<file path="config.mk">
export PLATFORM = sky130hd
export DESIGN_NAME = uart_transmit
export DESIGN_NICKNAME = d
export VERILOG_FILES = /design/src/rtl/uart_transmit.sv
export SDC_FILE = /design/constraint.sdc
export NUM_CORES = 1
export LEC_CHECK = 0
export BUFFER_PORTS_ARGS = -buffer_cell sky130_fd_sc_hd__buf_2
export CAP_MARGIN = 0
export CELL_PAD_IN_SITES_DETAIL_PLACEMENT = 0
export CELL_PAD_IN_SITES_GLOBAL_PLACEMENT = 2
export CORE_ASPECT_RATIO = 0.6
export CORE_MARGIN = 5
export CORE_UTILIZATION = 35
export CTS_CLUSTER_SIZE = 16
export DETAILED_ROUTE_END_ITERATION = 6
export GPL_ROUTABILITY_DRIVEN = 0
export GPL_TIMING_DRIVEN = 0
export PLACE_DENSITY_LB_ADDON = 0.1
export SLEW_MARGIN = 30
export SYNTH_ARGS = -nofsm -noshare
export SYNTH_HDL_FRONTEND = slang
export SYNTH_SLANG_ARGS = --single-unit
export TNS_END_PERCENT = 5
</file>
<file path="constraint.sdc">
create_clock -name clk -period 3.2 [get_ports clk]
set_input_delay 0 -clock clk [delete_from_list [all_inputs] [get_ports clk]]
set_output_delay 0 -clock clk [all_outputs]
set_load 0.02 [all_outputs]
</file>
<file path="src/rtl/uart_transmit.sv">
// 8N1 UART transmitter with a one-byte holding register; frames run back-to-back.
// Define UART_TX_PARITY_EN to insert an even-parity bit between the data and stop bits.
module uart_transmit #(
  parameter int BAUD_DIV = 5208,
  parameter int WIDTH    = 13
) (
  input  logic       clk,
  input  logic       rst_n,
  input  logic       data_en,
  input  logic [7:0] data_in,
  output logic       ready,
  output logic       busy,
  output logic       tx
);

`ifdef UART_TX_PARITY_EN
  typedef enum logic [2:0] {IDLE, START, DATA, PARITY, STOP} state_t;
`else
  typedef enum logic [1:0] {IDLE, START, DATA, STOP} state_t;
`endif

  state_t           state_reg, state_next;
  logic [WIDTH-1:0] baud_cnt_reg, baud_cnt_next;
  logic [2:0]       bit_idx_reg, bit_idx_next;
  logic [7:0]       shift_reg, shift_next;
  logic [7:0]       hold_reg, hold_next;
  logic             hold_valid_reg, hold_valid_next;
  logic             tx_reg, tx_next;
  logic             bit_end;
`ifdef UART_TX_PARITY_EN
  logic             parity_reg, parity_next;
`endif

  assign bit_end = (baud_cnt_reg == WIDTH'(BAUD_DIV - 1));
  assign ready   = !hold_valid_reg;
  assign busy    = (state_reg != IDLE);
  assign tx      = tx_reg;

  always_comb begin
    state_next      = state_reg;
    baud_cnt_next   = '0;
    bit_idx_next    = bit_idx_reg;
    shift_next      = shift_reg;
    hold_next       = hold_reg;
    hold_valid_next = hold_valid_reg;
    tx_next         = tx_reg;
`ifdef UART_TX_PARITY_EN
    parity_next     = parity_reg;
`endif

    if (state_reg != IDLE && !bit_end)
      baud_cnt_next = baud_cnt_reg + WIDTH'(1);

    // Accept never collides with a transfer: ready is low whenever hold is full.
    if (data_en && !hold_valid_reg) begin
      hold_next       = data_in;
      hold_valid_next = 1'b1;
    end

    case (state_reg)
      IDLE: begin
        tx_next = 1'b1;
        if (hold_valid_reg) begin
          shift_next      = hold_reg;
          hold_valid_next = 1'b0;
          tx_next         = 1'b0;
          state_next      = START;
`ifdef UART_TX_PARITY_EN
          parity_next     = ^hold_reg;
`endif
        end
      end
      START: begin
        if (bit_end) begin
          state_next   = DATA;
          bit_idx_next = 3'd0;
          tx_next      = shift_reg[0];
        end
      end
      DATA: begin
        if (bit_end) begin
          shift_next = {1'b0, shift_reg[7:1]};
          if (bit_idx_reg == 3'd7) begin
`ifdef UART_TX_PARITY_EN
            tx_next    = parity_reg;
            state_next = PARITY;
`else
            tx_next    = 1'b1;
            state_next = STOP;
`endif
          end else begin
            bit_idx_next = bit_idx_reg + 3'd1;
            tx_next      = shift_reg[1];
          end
        end
      end
`ifdef UART_TX_PARITY_EN
      PARITY: begin
        if (bit_end) begin
          tx_next    = 1'b1;
          state_next = STOP;
        end
      end
`endif
      STOP: begin
        if (bit_end) begin
          // A queued byte starts its frame on this very edge, leaving no idle gap.
          if (hold_valid_reg) begin
            shift_next      = hold_reg;
            hold_valid_next = 1'b0;
            tx_next         = 1'b0;
            state_next      = START;
`ifdef UART_TX_PARITY_EN
            parity_next     = ^hold_reg;
`endif
          end else begin
            tx_next    = 1'b1;
            state_next = IDLE;
          end
        end
      end
      default: begin
        tx_next    = 1'b1;
        state_next = IDLE;
      end
    endcase
  end

  always_ff @(posedge clk) begin
    if (!rst_n) begin
      state_reg      <= IDLE;
      baud_cnt_reg   <= '0;
      bit_idx_reg    <= '0;
      shift_reg      <= '0;
      hold_reg       <= '0;
      hold_valid_reg <= 1'b0;
      tx_reg         <= 1'b1;
`ifdef UART_TX_PARITY_EN
      parity_reg     <= 1'b0;
`endif
    end else begin
      state_reg      <= state_next;
      baud_cnt_reg   <= baud_cnt_next;
      bit_idx_reg    <= bit_idx_next;
      shift_reg      <= shift_next;
      hold_reg       <= hold_next;
      hold_valid_reg <= hold_valid_next;
      tx_reg         <= tx_next;
`ifdef UART_TX_PARITY_EN
      parity_reg     <= parity_next;
`endif
    end
  end

endmodule

</file>
# After elaboration in Yosys (flattened, before gate mapping)
# Cells that the tools add are included.
[word_totals]
ff_bits = 36
inputBits = 11
out_inout_bits = 3
word_cells = 58
[classes]
addsub = 2
n_eq_ne = 11
mux = 25
n_reduce_logical = 13
[ops]
columns = ["operator", "n"]
rows = [
  ["8-bit 2-to-1 mux", 3],
  ["8-bit one-hot mux with 3 select lines", 1],
  ["13-bit by 1-bit adder with 13-bit output (second input constant)", 1],
  ["13-bit == test (second input constant)", 1],
  ["2-bit inequality test (second input constant)", 6],
  ["2-bit 2-to-1 mux", 5],
  ["1-bit 2-to-1 mux", 9],
  ["3-bit 2-to-1 mux", 3],
  ["2-bit one-hot mux with 4 select lines", 1],
  ["3-bit one-hot mux with 2 select lines", 1],
  ["3-bit AND reduction", 2],
  ["5-bit AND reduction", 1],
  ["2-bit == test (second input constant)", 2],
  ["1-bit one-hot mux with 4 select lines", 1],
  ["4-bit AND reduction", 1],
  ["2-bit nonzero test", 2],
  ["3-bit by 1-bit adder with 3-bit output (second input constant)", 1],
  ["3-bit == test (second input constant)", 1],
  ["3-bit nonzero test", 1],
  ["2-bit by 1-bit == test with 1-bit output (second input constant)", 1],
  ["1-bit logical AND", 2],
  ["1-bit logical NOT", 2],
  ["2-bit logical NOT", 1],
  ["1-bit one-hot mux with 2 select lines", 1],
  ["2-bit AND reduction", 1],
]

# Longest topological paths before layout
# Gate-level depths: netlist of run 1.
[logic_depth]
depth_word = 6
depth_mapped = 8
depth_no_buf = 6

# Least setup slack after synthesis of run 1
# OpenSTA, ideal clock, no wires.
[synth_path]
kind = "reg2reg"
from = "register state_reg[0]"
to = "register state_reg[0]"
setup_time_ns = 0.086
t_arrival_ns = 1.656
required_time_ns = 3.114
setup_slack_ns = 1.459
path_stages_with_launch = 6
n_path_buf = 0
period_less_slack_ns = 1.741
cell_sequence = "dfxtp_1 > inv_1 > ha_1 > or3_1 > a311o_1 > a211oi_1"
[synth_between]
elab_chain_cells = 3
word_cells_on_any_way = 11
cone_classes = "eq/ne (8); mux (1); reduce/logical (2)"
[synth_lines]
columns = ["item", "line", "text"]
rows = [
  ["start: declaration", "22", "state_t state_reg, state_next;"],
  ["start signal: assignment", "142", "state_reg <= state_next;"],
  ["2-bit == test, or another cell as far along", "60", "case (state_reg)"],
  ["2-bit inequality test (no line)", "n/a", ""],
  ["5-bit AND reduction (no line)", "n/a", ""],
]
# Parallel ways exist; a longest one is shown, timed or not.
# A chain may end at the register's enable or synchronous reset.

# Worst setup path in the final report of run 1
[layout_path]
from = "register state_reg[0]"
to = "register shift_reg[7]"
[layout_between]
elab_chain_cells = 3
word_cells_on_any_way = 8
cone_classes = "eq/ne (4); mux (1); reduce/logical (3)"
[layout_lines]
columns = ["item", "line", "text"]
rows = [
  ["2-bit == test or 2-bit logical NOT (tied branches)", "60", ""],
  ["2-bit inequality test (no line) or 3-bit nonzero test (tied branches)", "n/a", ""],
  ["3-bit AND reduction (no line)", "n/a", ""],
  ["end signal: assignment", "145", "shift_reg <= shift_next;"],
  ["end: declaration", "25", "logic [7:0] shift_reg, shift_next;"],
]
# Parallel ways exist; a longest one is shown, timed or not.

==> results of run 1 <==
## cells in the mapped netlist
cell type and n:
a31o_1 1, buf_2 2, o21a_1 2, or3_1 2, and2_4 1, nor4_1 3
a41o_1 1, nand3_1 8, a211oi_1 4, dfxtp_1 36, nor3_1 4, and4b_4 1
nor2_1 27, a311o_1 2, xor2_1 2, buf_6 2, nand2_1 10, nand3_2 1
o21ai_0 1, nand4_1 1, nor2b_1 3, inv_1 9, a21oi_1 11, ha_1 8
xnor2_1 9, nor4b_4 1, and4bb_2 1, a221oi_1 1, clkinv_1 1, mux2i_1 19
clkbuf_1 3, a211oi_2 7
## cell families (layout without fill, tap and decap cells)
kind of cell,Yosys count,count (layout),synth area share (%)
buffers and inverters,17,45,4.64
DFF,36,36,41.1
AOI/OAI and AO/OA,30,30,13.7
adders and majority gates,8,8,5.71
muxes,19,19,10.8
xor gates and xnor gates,11,11,5.50
and+or+nand+nor,63,63,18.5
## per-layer routing
layer	track usage (%)	routed length [um]	part of all wire, %
met1	20.0	2350	59
met2	17.1	1440	36
met3	3.54	118	3.0
met4	3.98	52	1.3
met5	0	0	0
## area by class of cell
type,count,area (um2)
Timing Repair Buffer,21,145
Tap cell,63,78.8
Clock buffer,7,96.3
Inverter,10,37.5
Sequential cell,36,721
Buffer,7,43.8
Fill cell,461,2630
Multi-Input combinational cell,131,951
## worst max-delay path, cell delays in order, from the launching register on
cell and delay, ns:
dfxtp_1 0.35, inv_1 0.16, ha_1 0.24, inv_1 0.12, a21oi_1 0.62, and2_4 0.27, buf_6 0.15, a41o_1 0.17
## path summary, 6_finish.rpt
kind / start / endpoint / slack [ns] / cells after the start
worst min register to register: bit_idx_reg[2] / bit_idx_reg[2] / 0.47 / 2
worst max register to register: state_reg[0] / shift_reg[7] / 1.06 / 7
worst max-delay path: state_reg[0] / shift_reg[7] / 1.06 / 7
worst min-delay path: rst_n / baud_cnt_reg[5] / 0.07 / 3
## power breakdown
group / internal, mW / switching, mW / total (mW)
Sequential: 0.529 / 0.0560 / 0.585
Combinational: 0.263 / 0.344 / 0.608
Clock: 0.192 / 0.153 / 0.345
Total: 0.984 / 0.554 / 1.54
## metrics by stage
| stage | hold WS (ns) | std cells |
|---|---|---|
| finish | 0.0736 | 275 |
| global route | 0.0963 | 275 |
| CTS | 0.0711 | 275 |
| detailed placement | 0.248 | 260 |
| global placement | 0.234 | 260 |
| floorplan | 0.147 | 184 |
## timing repair
action | in CTS | in global routing
setup endpoints to repair | 0 | 0
endpoints found under the hold margin | 8 | 0
hold buffers | 8 | 0
==> run_results.csv, run 1 <==
group,metric,value,unit
logic_synthesis,synth_seq_area_share,41.1,%
timing,tightest_slew,0.763,ns
cells_and_area,layout_commonest_cell,"dfxtp_1",
worst_setup_path,worstPathRequired,3.43,ns
clock_network,clk_latency,0.28,ns
power_and_ir_drop,power.density,742,nW/um2
timing,finClkSkew,0.00367,ns
clock_network,clock-root-buffer,"clkbuf_8",
hold_path,hold_path.class,"input port to register",
global_routing,antenna_found_initial,0,
global_routing,grt_max_degree,11,
floorplan,die_height,64.8,um
logic_synthesis,synth_top_area_cell,"dfxtp_1",
routing,drt-total-wl,3970,um
power_and_ir_drop,max-vdd-ir-drop,330,uV
cells_and_area,finalInstanceArea,2070,um2
timing,drv_slew,0,
logic_synthesis,synth_nets,203,
cells_and_area,syn_to_final_growth,18.3,%
timing,setup_viol,0,
clock_network,post-cts-setup-buffers,0,
placement,port_buffers,13,
cells_and_area,drive_above_1_share,17.0,%
clock_network,cts-htree-levels,2,
power_and_ir_drop,p_total,1.54,mW
power_and_ir_drop,p_leak,0.733,nW
routing,ant_nets,0,
worst_setup_path,crit_arrival,2.37,ns
worst_setup_path,crit_path_end_kind,"register",
run_status,run_status,"finished, final reports clean",
logic_synthesis,synth_top_area_share,41.1,%
logic_synthesis,yosys_register_bits,36,
logic_synthesis,syn_area,1750,um2
routing,drt_iter0_drc,57,
floorplan,io_pins,14,
job,max-cap-violations,0,
worst_setup_path,critical_path_class,"register to register",
timing,fin_crit,2.14,ns
clock_network,cts_tree,"yes",
floorplan,fp.dieArea,6570,um2
cells_and_area,post-route-util,44.0,%
floorplan,row_count,19,
routing,vias_per_cell,4.93,
timing,rsz0062_at_grt,"false",
floorplan,fp.coreArea,4710,um2
cells_and_area,layout_common_cells,"36 x dfxtp_1, 27 x nor2_1, 19 x mux2i_1",
floorplan,die_w,101,um
cells_and_area,largest_register_ffs,13,
timing,hold_viol,0,
clock_network,cts_buffers,5,
global_routing,grt_use_total,13.0,%
global_routing,grt_pass1_vias,1336,
logic_synthesis,synth.distinct_cells,32,
timing,tns,0,ns
placement,placedInstanceArea,1900,um2
timing,post-route-period-util,67.0,%
clock_network,clkTransAtPathRegs,0.07,ns
placement,pre_cts_slack,1.10,ns
logic_synthesis,ys.warnings.count,0,
routing,vias,1355,
logic_synthesis,synthCells,184,
routing,avgRoutedWirePerCell,14.4,um
timing,slew_headroom,49.2,%
worst_setup_path,start_kind,"register",
clock_network,cts_sinks,36,
clock_network,cts_resized,0,
worst_setup_path,critPathMaxFanout,9,
timing,timing.final.ws_setup,1.06,ns
clock_network,clk_path_buf_depth,2,
cells_and_area,nets,231,
routing,drc,0,
placement,hpwl,2950,um
cells_and_area,diodes,0,
routing,dr.pass1.iters,4,
global_routing,overflow,0,
floorplan,start_util,37.2,%
timing,max_freq,466,MHz
logic_synthesis,syn_avg_cell_area,9.53,um2
logic_synthesis,synthTopCellsByArea,"dfxtp_1 41%, mux2i_1 11%, nor2_1 5.8%",
global_routing,grt_pass1_wl,6610,um
Note: power is estimated with default switching activity, not from simulation.
==> run 2: changes to the inputs <==
==> constraint.sdc (replaced) <==
create_clock -name clk -period 2.15 [get_ports clk]
set_input_delay 0 -clock clk [delete_from_list [all_inputs] [get_ports clk]]
set_output_delay 0 -clock clk [all_outputs]
set_load 0.02 [all_outputs]
==> run 2 against run 1 <==
  * Routed wire length barely moved
  * Via count fell by 0.30%
  * Largest power group unchanged
  * First-iteration DRC count fell by 3.5%
  * Highest routed layer unchanged
==> run_results.csv, run 2 (synthesis results as in run 1) <==
group,metric,value,unit
floorplan,fp.coreArea,4710,um2
cells_and_area,layout_common_cells,"36 x dfxtp_1, 27 x nor2_1, 19 x mux2i_1",
timing,tns,0,ns
power_and_ir_drop,p_clk_share,22.3,%
worst_setup_path,crit_arrival,2.21,ns
power_and_ir_drop,internal-power,1.47,mW
worst_setup_path,critPathMaxFanout,5,
cells_and_area,nets,231,
timing,tightest_slew,0.669,ns
worst_setup_path,r2r_slack,0.16,ns
timing,hold_viol,0,
routing,drt_iter0_drc,55,
hold_path,holdPathEnd,"baud_cnt_reg[5]",
timing,setup_viol,0,
job,max-cap-violations,0,
power_and_ir_drop,power.density,1110,nW/um2
clock_network,clk_path_buf_depth,2,
run_status,run_status,"finished, final reports clean",
timing,finClkSkew,0.00381,ns
global_routing,met1_usage,20.0,%
global_routing,grt_max_degree,11,
placement,port_buffers,13,
worst_setup_path,rr_endpoint,"state_reg[1]",
routing,drt-total-wl,3970,um
clock_network,clock-root-buffer,"clkbuf_8",
clock_network,cts_buffers,5,
cells_and_area,nFillCells,460,
routing,dr.pass1.iters,4,
timing,post-route-period-util,92.7,%
worst_setup_path,worstReg2RegStart,"state_reg[0]",
worst_setup_path,crit_path_end_kind,"register",
power_and_ir_drop,swShare,36.2,%
timing,max_freq,502,MHz
routing,vias_per_cell,4.91,
routing,drc,0,
worst_setup_path,start_kind,"register",
clock_network,cts_sinks,36,
clock_network,clkTransAtPathRegs,0.07,ns
floorplan,die_w,101,um
routing,ant_nets,0,
power_and_ir_drop,seq_power_share,37.8,%
cells_and_area,largest_register_ffs,13,
placement,placedInstanceArea,1900,um2
floorplan,row_count,19,
cells_and_area,drive_above_1_share,17.5,%
global_routing,grt_pass1_wl,6610,um
worst_setup_path,worstPathRequired,2.36,ns
global_routing,overflow,0,
clock_network,clk_latency,0.28,ns
global_routing,globalRoute.busiestLayer,"met1",
cells_and_area,diodes,0,
hold_path,hp-start,"rst_n",
global_routing,antenna_found_initial,0,
hold_path,holdPathStages,3,
global_routing,grt_use_total,13.0,%
timing,drv_slew,0,
routing,vias,1351,
cells_and_area,layout_commonest_cell,"dfxtp_1",
power_and_ir_drop,switching_power,0.833,mW
clock_network,post-cts-setup-buffers,0,
hold_path,hold_path.class,"input port to register",
routing,avgRoutedWirePerCell,14.4,um
cells_and_area,finalInstanceArea,2080,um2
placement,dp_cells,260,
power_and_ir_drop,max-vdd-ir-drop,500,uV
timing,rsz0062_at_grt,"false",
worst_setup_path,critical_path_class,"register to register",
clock_network,cts-htree-levels,2,
clock_network,cts_tree,"yes",
global_routing,grt_use_met3,3.54,%
power_and_ir_drop,combinationalPowerShare,39.9,%
worst_setup_path,r2r_cells,5,
cells_and_area,finish.cell_count_without_fillers,275,
floorplan,start_util,37.2,%
timing,fin_crit,1.99,ns
global_routing,grt_pass1_vias,1336,
timing,slew_headroom,55.4,%
power_and_ir_drop,p_total,2.30,mW
cells_and_area,syn_to_final_growth,18.5,%
global_routing,grt_use_met2,17.1,%
timing,holdWs,0.0747,ns
floorplan,fp.dieArea,6570,um2
floorplan,die_height,64.8,um
power_and_ir_drop,p_leak,0.734,nW
placement,hpwl,2950,um
floorplan,io_pins,14,
-- run 2: cell types whose count changed in the layout (fill, tap and decap cells not counted) --
cell / delta
a21oi_1: -1
a21oi_2: +1
-- run 2: worst max-delay path, stage by stage (launching register included) --
cell and delay [ns]:
dfxtp_1 0.41, inv_1 0.14, ha_1 0.27, or3_1 0.46
a211oi_1 0.43, mux2i_1 0.22
-- run 2: how the worst max path moves through the flow --
stage	start	endpoint	slack (ns)	cells past startpoint
after floorplan	state_reg[0]	state_reg[0]	0.41	5
after global routing	state_reg[0]	state_reg[1]	0.09	5
after CTS	state_reg[0]	shift_reg[7]	0.02	7
final	state_reg[0]	state_reg[1]	0.16	5
after detailed placement	state_reg[0]	shift_reg[7]	0.05	7
after global placement	state_reg[0]	shift_reg[7]	0.06	7
-- run 2: stage by stage --
step	setup WS [ns]	util [%]
3_5_place_dp	0.0514	40.3
5_1_grt	0.0898	44.1
6_report	0.156	44.1
3_3_place_gp	0.0568	40.3
2_1_floorplan	0.409	-
4_1_cts	0.0206	44.0
-- run 2: layout make-up --
cell class / count / area (um2) / area share, %
Buffer: 7 / 43.8 / 2.11
Sequential cell: 36 / 721 / 34.7
Inverter: 10 / 37.5 / 1.81
Multi-Input combinational cell: 131 / 955 / 46.0
Clock buffer: 7 / 96.3 / 4.64
Timing Repair Buffer: 21 / 145 / 6.99
Tap cell: 63 / 78.8 / 3.80
-- run 2: power by group through the flow --
stage | clock network (mW) | logic (mW) | registers, mW
finish | 0.513 | 0.919 | 0.870
global route | 0.556 | 1.01 | 0.887
CTS | 0.534 | 0.906 | 0.869
detailed placement | 0 | 0.891 | 0.885
global placement | 0 | 0.870 | 0.881
floorplan | 0 | 0.697 | 0.870
-- run 2: per-layer routing --
metal,vias to the layer above,routed length (um)
met5,-,0
met4,0,52
met3,5,110
met1,629,2370
met2,15,1440
li1,702,-
-- run 2: timing repair --
item	4_1_cts	5_1_grt
hold endpoints to repair	8	0
endpoints found under the setup margin	0	8
hold buffers	8	0
gates resized for setup	0	1
